<file path="src/rtl/mini_rv_pkg.sv">
`default_nettype none
// ---------------------------------------------------------------------------
// | Package : mini_rv_pkg                                                    |
// | Shared opcode, ALU-op and sequencer state encodings for the Mini RISC-V  |
// | multi-cycle control path.                                                |
// | Rev 1.0 : initial release                                                |
// ---------------------------------------------------------------------------
package mini_rv_pkg;

  localparam logic [6:0] OP_RTYPE = 7'b0110011;
  localparam logic [6:0] OP_LW    = 7'b0000011;
  localparam logic [6:0] OP_SW    = 7'b0100011;
  localparam logic [6:0] OP_BEQ   = 7'b1100011;

  localparam logic [1:0] ALUOP_ADD   = 2'b00;
  localparam logic [1:0] ALUOP_SUB   = 2'b01;
  localparam logic [1:0] ALUOP_FUNCT = 2'b10;

  localparam logic [2:0] S_IDLE   = 3'd0;
  localparam logic [2:0] S_FETCH  = 3'd1;
  localparam logic [2:0] S_DECODE = 3'd2;
  localparam logic [2:0] S_EXEC   = 3'd3;
  localparam logic [2:0] S_MEM    = 3'd4;
  localparam logic [2:0] S_WB     = 3'd5;
  localparam logic [2:0] S_ERROR  = 3'd7;

  // True for the four opcodes the sequencer knows how to execute
  function automatic logic is_supported(input logic [6:0] op);
    return (op == OP_RTYPE) || (op == OP_LW) || (op == OP_SW) || (op == OP_BEQ);
  endfunction

endpackage
`default_nettype wire

</file>
<file path="src/rtl/ctrl_wait_timer.sv">
`default_nettype none
// ---------------------------------------------------------------------------
// | Module  : ctrl_wait_timer                                                |
// | Counts memory stall cycles; expired flags the stall cycle that would be  |
// | the MAX_WAIT-th consecutive one, so the sequencer leaves on that edge.   |
// | Rev 1.0 : initial release                                                |
// ---------------------------------------------------------------------------
module ctrl_wait_timer #(
  parameter int MAX_WAIT = 15
) (
  input  logic clk,
  input  logic rst,
  input  logic clear,
  input  logic en,
  output logic expired
);

  localparam int              c_W    = $clog2(MAX_WAIT + 1);
  localparam logic [c_W-1:0]  c_LAST = c_W'(MAX_WAIT - 1);

  logic [c_W-1:0] r_count;

  // Stall counter: restarts on every state change, advances on stall cycles
  always_ff @(posedge clk or posedge rst) begin
    if (rst) begin
      r_count <= '0;
    end else if (clear) begin
      r_count <= '0;
    end else if (en) begin
      r_count <= r_count + 1'b1;
    end
  end

  assign expired = en && (r_count == c_LAST);

endmodule
`default_nettype wire

</file>
<file path="src/rtl/multicycle_ctrl.sv">
`default_nettype none
// ---------------------------------------------------------------------------
// | Module  : multicycle_ctrl                                                |
// | FETCH/DECODE/EXEC/MEM/WB sequencer for the Mini RISC-V shared datapath,  |
// | with memory ready handshake and sticky timeout error state.              |
// | Option  : CTRL_PERF_CNT_EN adds cycle_cnt / instr_cnt outputs.           |
// | Rev 1.0 : initial release                                                |
// ---------------------------------------------------------------------------
module multicycle_ctrl #(
  parameter int MAX_WAIT = 15
`ifdef CTRL_PERF_CNT_EN
  , parameter int CNT_W = 32
`endif
) (
  input  logic       clk,
  input  logic       rst,
  input  logic [6:0] opcode,
  input  logic       zero,
  input  logic       mem_ready,
  output logic       pc_write,
  output logic       pc_src,
  output logic       ir_write,
  output logic       i_or_d,
  output logic       mem_read,
  output logic       mem_write,
  output logic       reg_write,
  output logic       mem_to_reg,
  output logic       alu_src,
  output logic [1:0] alu_op,
  output logic       instr_done,
  output logic       illegal_instr,
  output logic       err,
  output logic [2:0] state
`ifdef CTRL_PERF_CNT_EN
  , output logic [CNT_W-1:0] cycle_cnt,
  output logic [CNT_W-1:0] instr_cnt
`endif
);

  import mini_rv_pkg::*;

  logic [2:0] r_state;
  logic [2:0] w_state_next;
  logic       w_stall;
  logic       w_expired;

  assign w_stall = ((r_state == S_FETCH) || (r_state == S_MEM)) && !mem_ready;

  ctrl_wait_timer #(
    .MAX_WAIT (MAX_WAIT)
  ) u_wait_timer (
    .clk     (clk),
    .rst     (rst),
    .clear   (w_state_next != r_state),
    .en      (w_stall),
    .expired (w_expired)
  );

  // State register
  always_ff @(posedge clk or posedge rst) begin
    if (rst) begin
      r_state <= S_IDLE;
    end else begin
      r_state <= w_state_next;
    end
  end

  // Next-state logic; a ready in the same cycle as expiry wins over the timeout
  always_comb begin
    w_state_next = r_state;
    case (r_state)
      S_IDLE:   w_state_next = S_FETCH;
      S_FETCH: begin
        if (mem_ready)      w_state_next = S_DECODE;
        else if (w_expired) w_state_next = S_ERROR;
      end
      S_DECODE: w_state_next = is_supported(opcode) ? S_EXEC : S_FETCH;
      S_EXEC: begin
        if (opcode == OP_RTYPE)                        w_state_next = S_WB;
        else if ((opcode == OP_LW) || (opcode == OP_SW)) w_state_next = S_MEM;
        else                                           w_state_next = S_FETCH;
      end
      S_MEM: begin
        if (mem_ready)      w_state_next = (opcode == OP_LW) ? S_WB : S_FETCH;
        else if (w_expired) w_state_next = S_ERROR;
      end
      S_WB:     w_state_next = S_FETCH;
      S_ERROR:  w_state_next = S_ERROR;
      default:  w_state_next = S_IDLE;
    endcase
  end

  // Output decode; requests depend only on state/opcode so they hold steady during waits
  always_comb begin
    pc_write      = 1'b0;
    pc_src        = 1'b0;
    ir_write      = 1'b0;
    i_or_d        = 1'b0;
    mem_read      = 1'b0;
    mem_write     = 1'b0;
    reg_write     = 1'b0;
    mem_to_reg    = 1'b0;
    alu_src       = 1'b0;
    alu_op        = ALUOP_ADD;
    instr_done    = 1'b0;
    illegal_instr = 1'b0;
    err           = 1'b0;
    case (r_state)
      S_FETCH: begin
        mem_read = 1'b1;
        if (mem_ready) begin
          ir_write = 1'b1;
          pc_write = 1'b1;
        end
      end
      S_DECODE: illegal_instr = !is_supported(opcode);
      S_EXEC: begin
        if (opcode == OP_RTYPE) begin
          alu_op = ALUOP_FUNCT;
        end else if ((opcode == OP_LW) || (opcode == OP_SW)) begin
          alu_src = 1'b1;
        end else if (opcode == OP_BEQ) begin
          alu_op     = ALUOP_SUB;
          pc_write   = zero;
          pc_src     = zero;
          instr_done = 1'b1;
        end
      end
      S_MEM: begin
        i_or_d    = 1'b1;
        alu_src   = 1'b1;
        mem_read  = (opcode == OP_LW);
        mem_write = (opcode == OP_SW);
        instr_done = mem_ready && (opcode == OP_SW);
      end
      S_WB: begin
        reg_write  = 1'b1;
        mem_to_reg = (opcode == OP_LW);
        instr_done = 1'b1;
      end
      S_ERROR:  err = 1'b1;
      default: ;
    endcase
  end

  assign state = r_state;

`ifdef CTRL_PERF_CNT_EN
  logic [CNT_W-1:0] r_cycle_cnt;
  logic [CNT_W-1:0] r_instr_cnt;

  // Active-cycle and retirement counters, wrapping naturally
  always_ff @(posedge clk or posedge rst) begin
    if (rst) begin
      r_cycle_cnt <= '0;
      r_instr_cnt <= '0;
    end else begin
      if ((r_state != S_IDLE) && (r_state != S_ERROR)) r_cycle_cnt <= r_cycle_cnt + 1'b1;
      if (instr_done) r_instr_cnt <= r_instr_cnt + 1'b1;
    end
  end

  assign cycle_cnt = r_cycle_cnt;
  assign instr_cnt = r_instr_cnt;
`else
  // Performance counters are not built in this configuration
`endif

endmodule
`default_nettype wire

</file>
<file path="config.mk">
export PLATFORM = sky130hd
export DESIGN_NAME = multicycle_ctrl
export DESIGN_NICKNAME = d
export VERILOG_FILES = /design/src/rtl/mini_rv_pkg.sv /design/src/rtl/ctrl_wait_timer.sv /design/src/rtl/multicycle_ctrl.sv
export SDC_FILE = /design/constraint.sdc
export NUM_CORES = 1
export LEC_CHECK = 0
export ABC_AREA = 1
export CAP_MARGIN = 20
export CORE_MARGIN = 3
export CORE_UTILIZATION = 40
export CTS_BUF_LIST = sky130_fd_sc_hd__clkbuf_8
export DETAILED_ROUTE_END_ITERATION = 7
export GPL_ROUTABILITY_DRIVEN = 0
export PLACE_DENSITY = 0.77
export SYNTH_ARGS = -nofsm -noshare
export SYNTH_HDL_FRONTEND = slang
export SYNTH_SLANG_ARGS = --single-unit
</file>
<file path="constraint.sdc">
create_clock -name clk -period 1.29 [get_ports clk]
set_clock_uncertainty 0.1 [all_clocks]
set_input_delay 0.258 -clock clk [delete_from_list [all_inputs] [get_ports clk]]
set_output_delay 0.258 -clock clk [all_outputs]
set_load 0.02 [all_outputs]
</file>
==> reports/summary.txt, run 1 <==
leading area contributor after synthesis: dfrtp_1
Synth Net Count: 132
total CTS buffers: 3
Mapped Cells: 119
Post-synth EDFFs: 0
placement row count: 14
post-synthesis xor/xnor area fraction: 3.68%
Worst EP post-GRT repair: illegal_instr
top cell type's share of synthesized area: 24.6%
clock root buffer: clkbuf_8
adder-cell share of the synthesized area: 3.51%
pin count of the biggest net entering global routing: 8
Seq/Total Area, Yosys: 24.6%
Die Height: 48.2 um
Ys Warns: 0
DP HPWL: 1910 um
mux cell area share after synthesis: 0%
Buffers on Ports: 27
CTS Buffer Depth: 2
synth unique cells: 19
Cell Area, Synth: 713 um2
I/O Pins: 28
#FFs+latches synth: 7
Synth top cells by count: nand2_1 (32), inv_1 (20), nor2_1 (14)
placed cells: 204
largest family of logic cells by synthesized area: simple AND/OR/NAND/NOR gates
Run Error: [ERROR DPL-0038] Utilization greater than 100%, impossible to legalize
post-synthesis async set-or-reset flop share: 100%
Top FF cell, synth: dfrtp_1
CTS Sinks: 7
syn_area_per_cell: 5.99 um2
Compound-Gate Fraction of Synth Area: 7.54%
outcome: aborted with a tool error
simple-gate share of the synthesized area: 45.1%
htree depth: 1
Exit stage: 5_1_grt
most numerous cell in the Yosys netlist: nand2_1
hold-fix buffers at CTS: 0
Initial Utilization: 44.7%
largest cells by area after synthesis: dfrtp_1 (25%), nand2_1 (17%), inv_1 (11%)
Worst-path end type: primary output
Die W: 48.2 um
==> cell families after synthesis <==
logic type                 after synthesis
AOI/OAI and AO/OA                        9
xor gates and xnor gates                 3
adders and majority gates                2
buffers and inverters                   25
DFF                                      7
and+or+nand+nor                         73
==> per-stage QoR <==
stage | setup WS, ns | utilization [%] | setup TNS, ns | instance area, um2
4_1_cts | -0.420 | 97.5 | -7.26 | 1550
3_5_place_dp | -1.11 | 83.6 | -17.32 | 1330
3_3_place_gp | -1.05 | 83.6 | -16.37 | 1330
2_1_floorplan | -0.349 | - | -3.19 | 787
==> repair_timing <==
item	CTS
setup buffers	8
endpoints found under the setup margin	24
pin swaps	24
resized for setup	143
==> run 2, diff against run 1 <==
Settings changed: CORE_AREA set to 3 3 64 66, CORE_MARGIN 3 to unset, CORE_UTILIZATION 40 to unset, CTS_BUF_LIST sky130_fd_sc_hd__clkbuf_8 to unset, DIE_AREA set to 0 0 67 69, PLACE_DENSITY 0.77 to unset, PLACE_DENSITY_LB_ADDON set to 0.15.
Clock period 1.29 ns to 1.7 ns, I/O delays scaled along.
==> run 2 against run 1 <==
- the flow now finishes, with violations (setup timing)
- synthesized area unchanged
- synthesized cell count unchanged
==> reports/summary.txt, run 2 <==
outcome: finished with violations
failing checks: setup timing
Hold Vio Cnt, Final: 0
share of layout cells above drive strength 1: 68.3%
adder-cell share of the synthesized area: 3.51% (unchanged)
Core Area: 3630 um2
Antenna diodes: 0
via/cell ratio: 4.07
multi-input combinational cell area: 706 um2
placed cells: 224 (+9.8%)
crit path from: state[1]$_DFF_PP0_
Via Count: 965
CTS tree: built
Peak VDD IR: 0.000173 V
Die W: 67 um (+39%)
cell depth of the worst setup path: 7
switching portion of total power: 22.5%
commonest cells after routing, fill and taps aside: buf_4 (34), buf_6 (21), nand2_1 (19)
Mapped Cells: 119 (unchanged)
CP max FO: 4
Synth top cells by count: nand2_1 (32), inv_1 (20), nor2_1 (14)
PD cells: 275 nW/um2
worst hold slack: 0.254 ns
Tightest Hold Check Type: input pin to async pin
Final setup viols: 14
CTS Sinks: 7 (unchanged)
syn_area_per_cell: 5.99 um2 (unchanged)
clock root buffer: clkbuf_8
Tcrit/Tclk final: 107%
first-pass GRT wire length: 4320 um
hold-fix buffers at CTS: 0 (unchanged)
Worst Tran Pin Value: 0.284 ns
Compound-Gate Fraction of Synth Area: 7.54% (unchanged)
max-slew violations: 0
Max-cap violations: 0
fin area: 1670 um2
Largest register FFs: 4
Post-synth EDFFs: 0 (unchanged)
Non-Filler Instances: 237
CP most frequent cell: buf_6
DP HPWL: 1930 um (+0.58%)
Worst path slowest cell: dfrtp_2
CP max stage delay: 0.45 ns
Slew Limit Headroom: 81.0%
DRT Pass-1 Iters: 3
Die Height: 69 um (+43%)
end of the worst register-to-register path: u_wait_timer.r_count[2]$_DFFE_PP0P_
Seq/Total Area, Yosys: 24.6% (unchanged)
clk_lat worst skew: 0.23 ns
most common cell after layout, fill and taps aside: buf_4
leading area contributor after synthesis: dfrtp_1
I/O Pins: 28 (unchanged)
r2r startpoint: state[1]$_DFF_PP0_
crit end category: output port
Top FF cell, synth: dfrtp_1
initial antenna violation count: 0
number of buffers and inverters on the critical path: 3
Top delay family on crit path: flip-flops
Leak: 0.760 nW
combinational power share: 11.8%
Cell Area, Synth: 713 um2 (unchanged)
simple-gate share of the synthesized area: 45.1% (unchanged)
pin count of the biggest net entering global routing: 8
htree depth: 1 (unchanged)
post-synthesis async set-or-reset flop share: 100% (unchanged)
Crit Path Category: register to output port
total CTS buffers: 3 (unchanged)
initial DRC count: 27
RSZ-0062 raised after global routing: true
post-synthesis xor/xnor area fraction: 3.68% (unchanged)
placement row count: 22 (+8)
Register Area: 179 um2
minimum period implied by the final worst setup slack: 1.81 ns
reg-to-reg slack, setup: -0.06 ns
die area: 4620 um2
critical path arrival: 1.37 ns
CTS Buffer Depth: 2 (unchanged)
#FFs+latches synth: 7 (unchanged)
Initial Utilization: 19.6% (-25 points)
Clock power frac: 51.7%
worst path required time: 1.26 ns
# fillers: 387
Detail Route Antenna Nets: 0
Area Growth Syn to Fin: 134%
largest cells by area after synthesis: dfrtp_1 (25%), nand2_1 (17%), inv_1 (11%)
routed wire length: 2500 um
CP Launch Type: register
WL/cell: 10.5 um
Top reg by flops: u_wait_timer.r_count
Worst Reg-to-Reg Cells: 12
Flop pwr share: 36.5%
fmax: 0.551 GHz
Synth Net Count: 132 (unchanged)
top cell type's share of synthesized area: 24.6% (unchanged)
Buffers on Ports: 27 (unchanged)
most numerous cell in the Yosys netlist: nand2_1
internal power: 0.355 mW
Tot GR Track Use: 11.6%
Clk pin slew, worst setup/hold paths: 0.04 ns
number of global-route vias before repair: 1020
sw power: 0.103 mW
worst path cell trace: buf_6 -> inv_6 -> nand2_8 -> nor2_4 -> nand2_4 -> o21ai_4 -> buf_6
largest family of logic cells by synthesized area: simple AND/OR/NAND/NOR gates
Ys Warns: 0 (unchanged)
mux cell area share after synthesis: 0% (unchanged)
nets@finish: 203
Post-DP Area: 1330 um2 (-0.38%)
Overflow after GRT: 0
crit path to: pc_write
final core utilization: 45.9%
drt drc: 0
Tot Pwr: 0.458 mW
final worst slack: -0.114 ns
synth unique cells: 19 (unchanged)
## run 2: power by group through the flow
stage               registers, mW  clock network, mW  logic [mW]
finish                      0.167              0.237      0.0538
global route                0.167              0.257      0.0601
detailed placement          0.170                  0      0.0529
CTS                         0.167              0.243      0.0527
floorplan                   0.170                  0      0.0151
global placement            0.170                  0      0.0522
## run 2: timing repair
item	in CTS	in global routing
resized for setup	136	45
buffers inserted	5	4
setup endpoints to repair	21	18
cloned	0	0
pin swaps	13	14
## run 2: cell families (layout without fill, tap and decap cells)
logic type	after synthesis	count (layout)
DFF	7	7
AOI/OAI and AO/OA	9	9
adders and majority gates	2	2
and+or+nand+nor	73	73
buffers and inverters	25	95
xor gates and xnor gates	3	3
## run 2: per-layer routing
metal	routed length, um	track usage, %	up-vias
met1	1060	14.3	449
met3	83	3.42	0
met4	0	1.35	0
met5	0	0	-
met2	1350	20.0	11
li1	-	-	505
## run 2: worst min path at each step
stage	slack (ns)	end	depth (start not counted)	from
final	0.25	u_wait_timer.r_count[3]$_DFFE_PP0P_	2	rst
after global placement	0.49	u_wait_timer.r_count[3]$_DFFE_PP0P_	2	rst
after floorplan	0.04	u_wait_timer.r_count[0]$_DFFE_PP0P_	1	rst
after global routing	0.29	u_wait_timer.r_count[3]$_DFFE_PP0P_	2	rst
after CTS	0.27	u_wait_timer.r_count[2]$_DFFE_PP0P_	2	rst
after detailed placement	0.51	u_wait_timer.r_count[2]$_DFFE_PP0P_	2	rst
## run 2: cell type report
type                       instances  share of cell area [%]
clock buffer                       4                    2.70
inverter                          23                    5.78
multi-input combinational         87                    42.3
sequential                         7                    10.7
tap                               48                    3.60
timing repair buffer              68                    34.9
## run 2: per-stage QoR
| step | setup TNS, ns | worst slack, ns |
|---|---|---|
| floorplan | -0.0538 | -0.0518 |
| global placement | -10.23 | -0.823 |
| detailed placement | -10.55 | -0.867 |
| CTS | -0.519 | -0.118 |
| global route | -2.07 | -0.208 |
| finish | -0.658 | -0.114 |
(Power assumes the default switching activity.)
